$ cat src/rtl/mult_feeder.sv
// Multiply-switch feeder: emits one stationary operand per job, then streams
// a fixed number of buffered upstream words in arrival order.

module mult_feeder_fifo #(
    parameter int WIDTH = 16,
    parameter int DEPTH = 8
) (
    input  logic             clk,
    input  logic             rst,
    input  logic             push_i,
    input  logic [WIDTH-1:0] push_data_i,
    input  logic             pop_i,
    output logic [WIDTH-1:0] head_o,
    output logic             empty_o,
    output logic             full_o
);

    localparam int AW = $clog2(DEPTH);
    localparam logic [AW:0] PTR_ONE = {{AW{1'b0}}, 1'b1};

    logic [WIDTH-1:0] mem_q [DEPTH];
    logic [AW:0]      wr_ptr_q, wr_ptr_d;
    logic [AW:0]      rd_ptr_q, rd_ptr_d;

    // NOTE: storage is not reset; the pointers alone decide which entries are live.
    always_ff @(posedge clk) begin
        if (push_i) begin
            mem_q[wr_ptr_q[AW-1:0]] <= push_data_i;
        end
    end

    always_comb begin
        wr_ptr_d = push_i ? wr_ptr_q + PTR_ONE : wr_ptr_q;
        rd_ptr_d = pop_i  ? rd_ptr_q + PTR_ONE : rd_ptr_q;
    end

    // NOTE: sequential state is assigned with <= so every register samples pre-edge values.
    always_ff @(posedge clk or posedge rst) begin
        if (rst) begin
            wr_ptr_q <= '0;
            rd_ptr_q <= '0;
        end else begin
            wr_ptr_q <= wr_ptr_d;
            rd_ptr_q <= rd_ptr_d;
        end
    end

    // Extra pointer bit tells full (lap ahead) from empty (same lap).
    assign empty_o = (wr_ptr_q == rd_ptr_q);
    assign full_o  = (wr_ptr_q[AW] != rd_ptr_q[AW]) &&
                     (wr_ptr_q[AW-1:0] == rd_ptr_q[AW-1:0]);
    assign head_o  = mem_q[rd_ptr_q[AW-1:0]];

endmodule

module mult_feeder #(
    parameter int DATA_TYPE  = 16,
    parameter int FIFO_DEPTH = 8,
    parameter int CNT_WIDTH  = 8
) (
    input  logic                 clk,
    input  logic                 rst,
    input  logic                 i_start,
    input  logic [DATA_TYPE-1:0] i_stat_data,
    input  logic [CNT_WIDTH-1:0] i_num,
    input  logic                 i_valid,
    input  logic [DATA_TYPE-1:0] i_data,
    output logic                 o_ready,
    output logic                 o_valid,
    output logic [DATA_TYPE-1:0] o_data,
    output logic                 o_stationary,
    output logic                 o_busy,
    output logic                 o_done
);

    localparam logic [1:0] S_IDLE   = 2'd0;
    localparam logic [1:0] S_STAT   = 2'd1;
    localparam logic [1:0] S_STREAM = 2'd2;
    localparam logic [1:0] S_DONE   = 2'd3;

    localparam logic [CNT_WIDTH-1:0] CNT_ONE = {{(CNT_WIDTH-1){1'b0}}, 1'b1};

    logic [1:0]           state_q, state_d;
    logic [CNT_WIDTH-1:0] num_q, num_d;
    logic [CNT_WIDTH-1:0] acc_q, acc_d;
    logic [CNT_WIDTH-1:0] sent_q, sent_d;
    logic                 valid_q, valid_d;
    logic [DATA_TYPE-1:0] data_q, data_d;
    logic                 stationary_q, stationary_d;
    logic                 done_q, done_d;

    logic                 accept;
    logic                 pop;
    logic                 fifo_empty;
    logic                 fifo_full;
    logic [DATA_TYPE-1:0] fifo_head;

    mult_feeder_fifo #(
        .WIDTH (DATA_TYPE),
        .DEPTH (FIFO_DEPTH)
    ) u_fifo (
        .clk         (clk),
        .rst         (rst),
        .push_i      (accept),
        .push_data_i (i_data),
        .pop_i       (pop),
        .head_o      (fifo_head),
        .empty_o     (fifo_empty),
        .full_o      (fifo_full)
    );

    assign o_ready = ((state_q == S_STAT) || (state_q == S_STREAM)) &&
                     !fifo_full && (acc_q < num_q);
    assign accept  = o_ready && i_valid;

    // NOTE: every always_comb output gets a default first, so no path infers a latch.
    always_comb begin
        state_d      = state_q;
        num_d        = num_q;
        acc_d        = acc_q;
        sent_d       = sent_q;
        valid_d      = 1'b0;
        data_d       = '0;
        stationary_d = 1'b0;
        pop          = 1'b0;

        case (state_q)
            S_IDLE: begin
                // The output register itself holds the latched stationary operand.
                if (i_start) begin
                    num_d        = i_num;
                    acc_d        = '0;
                    sent_d       = '0;
                    valid_d      = 1'b1;
                    stationary_d = 1'b1;
                    data_d       = i_stat_data;
                    state_d      = S_STAT;
                end
            end
            S_STAT: begin
                state_d = (num_q != '0) ? S_STREAM : S_DONE;
            end
            S_STREAM: begin
                if (sent_q == num_q) begin
                    state_d = S_DONE;
                end else if (!fifo_empty) begin
                    pop     = 1'b1;
                    valid_d = 1'b1;
                    data_d  = fifo_head;
                    sent_d  = sent_q + CNT_ONE;
                end
            end
            S_DONE: begin
                state_d = S_IDLE;
            end
            default: begin
                state_d = S_IDLE;
            end
        endcase

        if (accept) begin
            acc_d = acc_q + CNT_ONE;
        end

        done_d = (state_d == S_DONE);
    end

    always_ff @(posedge clk or posedge rst) begin
        if (rst) begin
            state_q      <= S_IDLE;
            num_q        <= '0;
            acc_q        <= '0;
            sent_q       <= '0;
            valid_q      <= 1'b0;
            data_q       <= '0;
            stationary_q <= 1'b0;
            done_q       <= 1'b0;
        end else begin
            state_q      <= state_d;
            num_q        <= num_d;
            acc_q        <= acc_d;
            sent_q       <= sent_d;
            valid_q      <= valid_d;
            data_q       <= data_d;
            stationary_q <= stationary_d;
            done_q       <= done_d;
        end
    end

    assign o_valid      = valid_q;
    assign o_data       = data_q;
    assign o_stationary = stationary_q;
    assign o_done       = done_q;
    assign o_busy       = (state_q != S_IDLE);

endmodule

$ cat config.mk
export PLATFORM = sky130hd
export DESIGN_NAME = mult_feeder
export DESIGN_NICKNAME = d
export VERILOG_FILES = /design/src/rtl/mult_feeder.sv
export SDC_FILE = /design/constraint.sdc
export NUM_CORES = 1
export LEC_CHECK = 0
export ABC_CLOCK_PERIOD_IN_PS = 3600
export CAP_MARGIN = 20
export CORE_UTILIZATION = 32
export DETAILED_ROUTE_END_ITERATION = 8
export GPL_TIMING_DRIVEN = 0
export SKIP_CTS_REPAIR_TIMING = 1
export SYNTH_ARGS = -nofsm -noshare
export SYNTH_HDL_FRONTEND = slang
export SYNTH_SLANG_ARGS = --single-unit
$ cat constraint.sdc
create_clock -name clk -period 3.6 [get_ports clk]
set_clock_uncertainty 0.2 [all_clocks]
set_input_delay 0.54 -clock clk [delete_from_list [all_inputs] [get_ports clk]]
set_output_delay 0.54 -clock clk [all_outputs]
set_load 0.1 [all_outputs]
==> results of run 1 <==
worst paths after layout:
check                           slack [ns]          startpoint  cells after the start                  to
worst max register to register        0.24            num_q[5]                     10  u_fifo.mem_q[0][5]
worst min register to register        0.29  u_fifo.rd_ptr_q[3]                      1  u_fifo.rd_ptr_q[3]
max in group asynchronous             2.41                 rst                      3            acc_q[0]
min in group clk                      0.29  u_fifo.rd_ptr_q[3]                      1  u_fifo.rd_ptr_q[3]
worst max-delay path                  0.22            num_q[1]                      7             o_ready
worst min-delay path                  0.23                 rst                      2           sent_q[0]
registers in the layout, summed over array words and instances (netlist names):
name,flops
u_fifo.wr_ptr_q,4
num_q,8
sent_q,8
o_valid,1
o_done,1
o_data,16
acc_q,8
u_fifo.mem_q,128
u_fifo.rd_ptr_q,4
o_stationary,1
state_q,2
Yosys cell counts, drive strengths merged (11+ instances only):
library cell	instances
dfrtp	53
o21ai	27
mux4	32
edfxtp	128
clkbuf	14
nand2b	11
buf	12
mux2i	24
ha	14
inv	20
nand2	46
xnor2	15
routing by layer:
| layer | global-route usage (%) | wire [um] |
|---|---|---|
| met1 | 18.6 | 7440 |
| met2 | 24.4 | 8210 |
| met4 | 5.14 | 301 |
| met5 | 0 | 0 |
| met3 | 2.94 | 626 |
through the flow:
step	setup WS, ns	std cells	setup TNS [ns]	hold slack, ns	util (%)
2_1_floorplan	0.155	475	0	0.260	-
3_3_place_gp	-1.30	858	-66.85	0.274	37.1
3_5_place_dp	-0.122	865	-0.122	0.279	37.7
4_1_cts	-0.591	897	-0.591	0.226	40.1
5_1_grt	0.0437	897	0	0.255	40.1
6_report	0.219	897	0	0.227	40.1
critical path, stage by stage, from the launching register on:
cell	delay, ns
dfrtp_1	0.38
inv_1	0.09
ha_1	0.33
a2111oi_4	0.30
o31ai_2	0.13
clkbuf_2	0.25
nor4_4	0.25
clkbuf_2	0.49
layout make-up:
class | count | area, um2 | area share (%)
Tap cell | 319 | 399 | 4.26
Inverter | 21 | 78.8 | 0.840
Clock buffer | 19 | 443 | 4.72
Timing Repair Buffer | 71 | 742 | 7.91
Buffer | 26 | 133 | 1.41
Clock inverter | 13 | 111 | 1.19
Sequential cell | 181 | 5170 | 55.1
Multi-Input combinational cell | 247 | 2300 | 24.5
where the power goes:
group          switching, uW  internal [uW]  total [uW]
clock network            825            926        1750
registers                244           2760        3000
logic                   2450           1350        3800
logic make-up after synthesis:
group | after synthesis
buf+inv | 47
flops | 181
xor+xnor | 20
fa+ha+maj | 14
mux | 58
simple gates | 97
compound gates | 58
==> impl_results.md, run 1 <==
- Outcome: finished clean
- Antenna Cells: 0
- Syn avg cell area: 16.0 um2
- DRT Pass-1 Iters: 4
- Slew margin rel.: 24.6%
- Clock transition at path regs: roughly 0.070 ns
- EDFF count, synth: 128
- Post-synthesis xor/xnor area fraction: 2.30%
- Yosys warns: 0
- CTS tree: built
- Most frequent cells in the layout: edfxtp_1, clkdlybuf4s50_1, dfrtp_1, nand2_1, mux4_2
- Root buf cell: clkbuf_16
- Final instance area: 9380 um2
- Mapped Cells: 475
- Post-Synth Adder-Cell Area: 2.30%
- Worst vdd ir: roughly 0.00046 V
- Area after DPL: 8820 um2
- Final setup viols: 0
- Critical Path Sink Type: output port
- Largest family of logic cells by synthesized area: multiplexers
- Gr usage total: ~15%
- Die width: 156 um
- Minimum clock period: 3.38 ns
- Avg WL per Cell: 18.5 um
- Detailed-route DRC error count: 0
- Global-route wire length before repair: 26100 um
- Max Slew Vio Count: 0
- CP required: 2.86 ns
- Hpwl dp: ~11000 um
- Initial Utilization: 32.6%
- Fraction of layout cells with a size suffix above 1: 17.8%
- WS Path Type: register to output port
- Worst Hold Class: primary input to asynchronous set/reset pin
- Cell area after synthesis: approximately 7600 um2
- WL final: 16600 um
- Routability congestion estimate: 0.807
- ANT nets after route: 0
- Via-to-Cell Ratio: 4.84
- Area leader, netlist: edfxtp_1
- Buffers on Ports: 64
- Fraction of registers with async set/reset: 29.3%
- Congestion Overflow GR: 0
- Sequential share of the synthesized area: 67.8%
- Syn_nets: 533
- Final Hold Vio Count: 0
- Fmax: 0.296 GHz
- FF+latch count, synth: ~180
- Nets: 623
- Netlist cell types: 48
- Total power draw: 8550 uW
- Max-cap viol count: 0
- I/O Pins: 65
- Fillers: around 2200
- Die area: 24400 um2
- Die H: 156 um
- Number of global-route vias before repair: around 4600
- CTS buffer count: 17
- Unrepaired setup endpoints after global routing: no
- Synth Area in Simple Gates: 6.66%
- Crit path max fanout: 10
- Synth-to-Final Area Change: 23.0%
- Post-synthesis mux area share: 12.9%
- Clk Latency, worst-skew pair: 0.42 ns
- Period Utilization, post-route: 93.9%
- Row count: 56
- Top cell type's share of synthesized area: 50.4%
- H-tree depth: 4
- Pwr Density: 912 nW/um2
- Initial drt markers: between 200 and 250
- Largest net degree at the start of global routing: 39
- LEAKAGE: 0.00334 uW
- Worst-margin pin slew: 1.13 ns
- Max Root-Sink Buffers: 2
- Arr. time, crit path: 2.64 ns
- Startpoint Class: register
- Initial antenna violation count: 0
- Largest cells by area after synthesis: edfxtp_1, dfrtp_1, mux4_2
- Vias: approximately 4300
- Commonest non-fill, non-tap cell in the layout: edfxtp_1
- Core Region: 23400 um2
- Clock sinks: ~180
- Compound-gate portion of the synthesized area: around 5.3%
- Synth Flop Type: edfxtp_1
No activity file was read; power rests on OpenSTA's default activity.
==> inputs of run 2 (changes only) <==
--- a/config.mk
+++ b/config.mk
@@ -6,7 +6,6 @@
 export NUM_CORES = 1
 export LEC_CHECK = 0
 export ABC_CLOCK_PERIOD_IN_PS = 3600
-export CAP_MARGIN = 20
 export CORE_UTILIZATION = 32
 export DETAILED_ROUTE_END_ITERATION = 8
 export GPL_TIMING_DRIVEN = 0
==> run 2 against run 1 <==
  * Count of clock-buffer cells in the layout rose by 1
  * Clock power barely moved
  * Global-route usage fell by 0.14 points
  * Sequential share of layout area fell by 0.059 points
  * Hold slack barely moved
  * Register-to-register slack got worse by 0.07 ns
  * Maximum frequency fell by 1.4%
  * First-iteration DRC count fell by 15%
  * Critical path depth rose by 3
  * Combinational power barely moved
  * Final cell count did not move
  * Critical endpoint is now u_fifo.mem_q[4][1]
  * Largest cell class unchanged
  * Largest power group unchanged
==> impl_results.md, run 2 (synthesis results as in run 1) <==
- Outcome: finished clean
- WL final: 16600 um
- Via-to-Cell Ratio: about 4.8
- Period Utilization, post-route: 95.3%
- Core Region: 23400 um2
- Switching portion of total power: 40.7%
- Setup WS pre-CTS: -0.158 ns
- Post-route setup slack: roughly 0.17 ns
- Root buf cell: clkbuf_16
- CP required: approximately 3.5 ns
- Clk Latency, worst-skew pair: 0.42 ns
- Routability congestion estimate: 0.807
- Critical Path Sink Type: register
- Int Power: 5080 uW
- Final setup viols: 0
- Worst-margin pin slew: 1.12 ns
- Combinational power share: 44.3%
- Crit path max fanout: 10
- Arr. time, crit path: about 3.4 ns
- Row count: 56
- Congestion Overflow GR: 0
- Max-cap viol count: 0
- Die area: around 24000 um2
- Final Hold Vio Count: 0
- Vias: between 4000 and 5000
- Fmax: 0.292 GHz
- Fillers: 2150
- DRT Pass-1 Iters: 4
- Nets: 623
- Pwr Density: ~910 nW/um2
- Avg WL per Cell: 18.6 um
- Area of the multi-input gates: 2310 um2
- Gr usage total: 14.4%
- Largest net degree at the start of global routing: 39
- Synth-to-Final Area Change: 23.2%
- Total power draw: 8570 uW
- Buffers on Ports: 64
- Antenna Cells: 0
- Worst Hold Class: primary input to asynchronous set/reset pin
- Hpwl dp: 11200 um
- Startpoint Class: register
- Max FFs per register: 128
- Clock sinks: 181
- Initial antenna violation count: 0
- Worst vdd ir: about 0.00042 V
- WS Path Type: register to register
- Worst hold margin: 0.227 ns
- Commonest non-fill, non-tap cell in the layout: edfxtp_1
- Sequential power share: between 30% and 40%
- Global-route wire length before repair: 25800 um
- Sequential Area: a little over 5000 um2
- Initial drt markers: 188
- H-tree depth: 4
- Die H: 156 um
- CTS tree: built
- Max Slew Vio Count: 0
- Number of global-route vias before repair: 4578
- Switching pwr: 3490 uW
- Clock transition at path regs: around 0.070 ns
- LEAKAGE: ~0.0033 uW
- Max Root-Sink Buffers: 2
- I/O Pins: 65
- Slew margin rel.: 25.6%
- Minimum clock period: roughly 3.4 ns
- Fraction of layout cells with a size suffix above 1: 17.5%
- Detailed-route DRC error count: 0
- Die width: ~160 um
- CTS buffer count: 17
- Most frequent cells in the layout: edfxtp_1, clkdlybuf4s50_1, dfrtp_1, nand2_1, mux4_2
- Clock power share: 20.6%
- Initial Utilization: 32.6%
- Unrepaired setup endpoints after global routing: no
- ANT nets after route: 0
[run 2: cell types whose count changed in the layout (fill, tap and decap cells not counted), sizes merged]
cell	change
clkinv	+2
inv	-3
clkbuf	+1
clkinvlp	-1
bufinv	+1
[run 2: layer usage]
metal | vias up | track usage [%] | share of wire (%) | routed length, um
li1 | 1976 | - | - | -
met1 | 2223 | 18.4 | 44 | 7390
met2 | 85 | 24.6 | 50 | 8390
met3 | 12 | 2.99 | 4.3 | 712
met4 | 0 | 4.15 | 0.94 | 157
met5 | - | 0 | 0 | 0
[run 2: area by class of cell]
type / instances / area share, %
Multi-Input combinational cell: 247 / 24.6
Clock inverter: 12 / 1.29
Timing Repair Buffer: 71 / 7.90
Tap cell: 319 / 4.25
Inverter: 21 / 0.840
Clock buffer: 20 / 4.65
Sequential cell: 181 / 55.1
Buffer: 26 / 1.41
[run 2: critical path: stages (launching register included)]
cell       delay, ns
dfrtp_1         0.42
inv_1           0.08
ha_1            0.31
a21o_1          0.16
a21oi_1         0.23
o2111ai_2       0.17
or2_1           0.24
buf_2           0.15
buf_6           0.17
nor4b_4         0.76
buf_8           0.23
[run 2: stage by stage]
step	instance area [um2]	instances	utilization, %	setup TNS, ns
4_1_cts	9370	896	40.0	-3.34
6_report	9390	897	40.1	0
3_5_place_dp	8810	864	37.6	-2.65
2_1_floorplan	7640	475	-	0
3_3_place_gp	8680	858	37.1	-66.85
5_1_grt	9390	897	40.1	0
[run 2: power by group through the flow]
stage | combinational [uW] | clock (uW) | sequential (uW)
after detailed placement | 3850 | 0 | 3050
after CTS | 3870 | 1800 | 3010
after global routing | 4100 | 1880 | 3050
after floorplan | 2080 | 0 | 3700
after global placement | 3690 | 0 | 3030
final | 3800 | 1760 | 3010
[run 2: path summary, 6_finish.rpt]
check / from / end / slack (ns) / depth (start not counted)
setup / recovery: num_q[5] / u_fifo.mem_q[4][1] / 0.17 / 10
hold / removal: rst / o_data[14] / 0.23 / 2
setup reg to reg: num_q[5] / u_fifo.mem_q[4][1] / 0.17 / 10
hold reg to reg: u_fifo.wr_ptr_q[3] / u_fifo.wr_ptr_q[3] / 0.29 / 1
max in group asynchronous: rst / u_fifo.rd_ptr_q[2] / 2.41 / 3
min in group clk: u_fifo.wr_ptr_q[3] / u_fifo.wr_ptr_q[3] / 0.29 / 1
